<file path="config.mk">
export PLATFORM = sky130hd
export DESIGN_NAME = pipe_skid_reg
export DESIGN_NICKNAME = d
export VERILOG_FILES = /design/src/rtl/pipe_skid_reg.sv
export SDC_FILE = /design/constraint.sdc
export NUM_CORES = 1
export LEC_CHECK = 0
export CAP_MARGIN = 0
export CORE_MARGIN = 8
export CORE_UTILIZATION = 40
export DETAILED_ROUTE_END_ITERATION = 12
export HOLD_SLACK_MARGIN = 0.12
export PLACE_DENSITY = 0.87
export SYNTH_ARGS = -nofsm -noshare
export SYNTH_HDL_FRONTEND = slang
export SYNTH_SLANG_ARGS = --single-unit
</file>
<file path="constraint.sdc">
create_clock -name clk -period 1.25 [get_ports clk]
set_input_delay 0.1875 -clock clk [delete_from_list [all_inputs] [get_ports clk]]
set_output_delay 0.1875 -clock clk [all_outputs]
set_load 0.05 [all_outputs]
</file>
<file path="src/rtl/pipe_skid_reg.sv">
// pipe_skid_reg: valid/ready pipeline-stage register with a two-entry skid buffer and synchronous flush
//
// Ports:
//   clk, reset_n           clock (rising edge) and asynchronous active-low reset
//   flush                  synchronous flush; held entries become bubbles
//   in_valid/in_ready/in_data     upstream handshake; in_ready comes straight from a flop
//   out_valid/out_ready/out_data  downstream handshake; out_data is zero whenever out_valid=0
//   stat_clr, stat_stall, stat_xfer  statistics clear and saturating counters
//
// Optional feature: define PIPE_SKID_STATS_EN to build the statistics counters;
// otherwise stat_stall/stat_xfer read 0 and stat_clr is ignored.
module pipe_skid_reg #(
   parameter int DATA_W = 16,
   parameter int STAT_W = 16
) (
   input  logic              clk,
   input  logic              reset_n,
   input  logic              flush,
   input  logic              in_valid,
   output logic              in_ready,
   input  logic [DATA_W-1:0] in_data,
   output logic              out_valid,
   input  logic              out_ready,
   output logic [DATA_W-1:0] out_data,
   input  logic              stat_clr,
   output logic [STAT_W-1:0] stat_stall,
   output logic [STAT_W-1:0] stat_xfer
);
   logic              m_vld, s_vld, rdy_q;
   logic [DATA_W-1:0] m_data, s_data;
   logic              m_vld_n, s_vld_n;
   logic [DATA_W-1:0] m_data_n, s_data_n;
   logic              acc, tx;
   assign acc       = in_valid & rdy_q;
   assign tx        = m_vld & out_ready;
   assign in_ready  = rdy_q;
   assign out_valid = m_vld;
   assign out_data  = m_vld ? m_data : '0;
   always_comb begin
      m_vld_n  = m_vld;
      s_vld_n  = s_vld;
      m_data_n = m_data;
      s_data_n = s_data;
      if (flush) begin
         m_vld_n  = 1'b0;
         s_vld_n  = 1'b0;
         m_data_n = '0;
         s_data_n = '0;
      end else if (s_vld) begin
         // full: only a transfer can move the skid entry forward; acc cannot happen
         if (tx) begin
            m_data_n = s_data;
            s_vld_n  = 1'b0;
            s_data_n = '0;
         end
      end else if (m_vld) begin
         if (acc && tx) m_data_n = in_data;
         else if (acc) begin
            s_vld_n  = 1'b1;
            s_data_n = in_data;
         end else if (tx) begin
            m_vld_n  = 1'b0;
            m_data_n = '0;
         end
      end else if (acc) begin
         m_vld_n  = 1'b1;
         m_data_n = in_data;
      end
   end
   // rdy_q mirrors !s_vld one-for-one so downstream stalls never reach in_ready combinationally
   always_ff @(posedge clk or negedge reset_n) begin
      if (!reset_n) begin
         m_vld  <= 1'b0;
         s_vld  <= 1'b0;
         m_data <= '0;
         s_data <= '0;
         rdy_q  <= 1'b1;
      end else begin
         m_vld  <= m_vld_n;
         s_vld  <= s_vld_n;
         m_data <= m_data_n;
         s_data <= s_data_n;
         rdy_q  <= !s_vld_n;
      end
   end
`ifdef PIPE_SKID_STATS_EN
   logic [STAT_W-1:0] stall_q, xfer_q;
   always_ff @(posedge clk or negedge reset_n) begin
      if (!reset_n) begin
         stall_q <= '0;
         xfer_q  <= '0;
      end else if (stat_clr) begin
         stall_q <= '0;
         xfer_q  <= '0;
      end else begin
         if (m_vld && !out_ready && !(&stall_q)) stall_q <= stall_q + 1'b1;
         if (tx && !(&xfer_q)) xfer_q <= xfer_q + 1'b1;
      end
   end
   assign stat_stall = stall_q;
   assign stat_xfer  = xfer_q;
`else
   logic unused_stat_clr;
   assign unused_stat_clr = stat_clr;
   assign stat_stall      = '0;
   assign stat_xfer       = '0;
`endif
endmodule

</file>
==> run metrics <==
status finished, violations left; failing checks negative setup slack; num rows 25; Slew Viols, Final 0; Top delay family on crit path flip-flops; CP endpoint kind output pin; DRC viols 0; die height 85.9 um; global-route wire length before repair 9.61 mm; Initial Util 41.4%; CP max stage cell dfrtp_2; DRT antenna net count 0; Worst Path Arrival 1.29 ns; PD cells 1150 nW/um^2; Pre-antenna DRT Iters 4; largest net degree at the start of global routing 36; Buffers on Ports 38; worst vdd ir 565 uV; Crit path required time 1.06 ns; FILL cells 332; CTS HTree Levels 2; syn avg cell area 10.1 um^2; Yosys reg bits 35; Final Instance Area 2950 um^2; routability cong. 0.793; sequential-to-total area share from yosys stat 44.8%; post-synthesis cell type count 31; I/O Pins 72; Clock Path Buffers 2; Post-Synthesis Cells 193; Max-Cap Viols 0; Setup crit start out_valid$_DFFE_PN0P_; CP dominant cell by count buf_6; grt ovf 0; drt wl/cell 19.8 um; sequence of cells on the critical path buf_6 > buf_6 > and2_4 > buf_12; Clk pin slew, worst setup/hold paths 0.07 ns; Non-Filler Instances 320; min Tclk post-route 1.47 ns; placed insts 304; antenna cells 0; clock latency on the worst-skew pair 0.29 ns; CTS tree built; HPWL after DPL 3.78 mm; Hold Crit Class input pin to async pin; Hold Vio Cnt, Final 0; vias in the first global route 1840; clock root buffer clkbuf_8; drt initial violations 294; area delta synth->final 50.7%; total track usage 16.6%; Post-Syn Area 1960 um^2; Core Box Area 4720 um^2; Peak Freq 679 MHz; TritonCTS Sinks 35; antenna violations before repair 0; delay of the slowest cell on the worst path 0.43 ns; RSZ-0062 raised after global routing yes; WP buf/inv 3; reg2reg start out_valid$_DFFE_PN0P_; worst setup margin -0.223 ns; Crit Path Category flip-flop to output pin; leakage dissipation 1.30 nW; share of post-route cells with drive strength above 1 39.1%; crit share post-route 118%; dpl cell area 2630 um^2; CP Launch Type flip-flop; die area 7380 um^2; skew final 0.00971 ns; Horiz. Die Dim 85.9 um; Synth Warn # 0; CTS buffer count 5; via count 1762; final net count 274; Detailed Route WL 6.33 mm; Max FO, Critical Path 8; Final Setup Violations 50; most frequent cells in the layout dfrtp_1, conb_1, buf_12, a22o_1, clkdlybuf4s50_1; via density per instance 5.51; commonest non-fill, non-tap cell in the layout dfrtp_1
-- timing repair --
item | CTS | global route
endpoints found under the setup margin | 49 | 52
pin swaps | 9 | 2
resized for setup | 33 | 8
hold buffers | 0 | 0
gates cloned | 4 | 0
setup buffers | 4 | 1
-- area by class of cell --
cell class / instances / area, um^2 / share of cell area, %
Tap cell: 67 / 83.8 / 2.85
Multi-Input combinational cell: 144 / 1050 / 35.5
Sequential cell: 35 / 882 / 29.9
Clock buffer: 8 / 100 / 3.40
Timing Repair Buffer: 63 / 822 / 27.9
Inverter: 3 / 11.3 / 0.382
-- cell families (layout without fill, tap and decap cells) --
family	after synthesis	count (layout)	share of synthesized area, %
multiplexers	4	4	2.30
AO/OA/AOI/OAI	52	53	20.6
other	1	32	0.192
flip-flops	35	35	44.9
buffers and inverters	48	74	16.8
AND/OR/NAND/NOR	53	55	15.3
-- cell usage after synthesis --
cell type	count	area (um^2)
o211ai_1	12	90.1
conb_1	1	3.75
and3_1	1	6.26
nor2_1	2	7.51
or2_2	2	12.5
and2_1	16	100
clkbuf_1	4	15.0
buf_4	34	255
nor2b_1	2	12.5
nor3_1	12	60.1
a31oi_1	13	81.3
and2_4	1	8.76
dfstp_2	1	26.3
mux2_2	4	45.0
a22o_1	19	166
inv_1	3	11.3
nand2_1	13	48.8
a21oi_1	2	10.0
buf_1	1	3.75
a211oi_2	1	12.5
nand3b_1	1	7.51
buf_2	4	20.0
buf_6	2	22.5
and4bb_4	1	16.3
a32o_1	1	10.0
and4bb_1	1	12.5
or2_1	1	6.26
dfrtp_1	34	851
a21o_1	2	15.0
o22ai_2	1	12.5
o21ai_0	1	5.00
-- registers in the layout, indices dropped and copies added, names as in the netlist --
signal / count
in_ready: 1
m_data: 16
out_valid: 1
s_data: 16
s_vld: 1
-- worst paths after layout --
| check | end | slack (ns) | depth (start not counted) |
|---|---|---|---|
| worst max-delay path | out_data[9] | -0.22 | 4 |
| worst min-delay path | out_valid$_DFFE_PN0P_ | 0.26 | 2 |
| worst max register to register | m_data[8]$_DFFE_PN0P_ | -0.20 | 5 |
| worst min register to register | s_data[11]$_DFFE_PN0P_ | 0.51 | 1 |
| max in group asynchronous | in_ready$_DFF_PN1_ | 0.75 | 2 |
| min in group clk | out_valid$_DFFE_PN0P_ | 0.42 | 2 |
-- layer usage --
metal / vias to the layer above / share of wire [%] / global-route usage [%] / routed length [um]
met2: 130 / 50 / 28.3 / 3170
met5: - / 0 / 0 / 0
li1: 751 / - / - / -
met4: 0 / 3.6 / 8.28 / 229
met3: 25 / 8.8 / 4.30 / 559
met1: 856 / 38 / 18.5 / 2370
-- metrics by stage --
step / hold WS (ns) / setup TNS (ns) / total power [mW] / setup slack, ns / util, %
2_1_floorplan: -0.108 / -7.02 / 2.02 / -0.267 / -
3_3_place_gp: 0.481 / -11.63 / 2.30 / -0.389 / 55.8
3_5_place_dp: 0.485 / -12.65 / 2.33 / -0.430 / 55.8
4_1_cts: 0.269 / -7.42 / 3.33 / -0.209 / 61.5
5_1_grt: 0.267 / -10.12 / 3.53 / -0.260 / 62.4
6_report: 0.256 / -8.23 / 3.39 / -0.223 / 62.4
-- report_power, final --
part / total, mW / switching, mW / internal, mW
clock: 0.901 / 0.398 / 0.503
sequential: 1.31 / 0.0764 / 1.23
combinational: 1.19 / 0.704 / 0.482
total: 3.39 / 1.18 / 2.21
No activity file was read; power rests on OpenSTA's default activity.
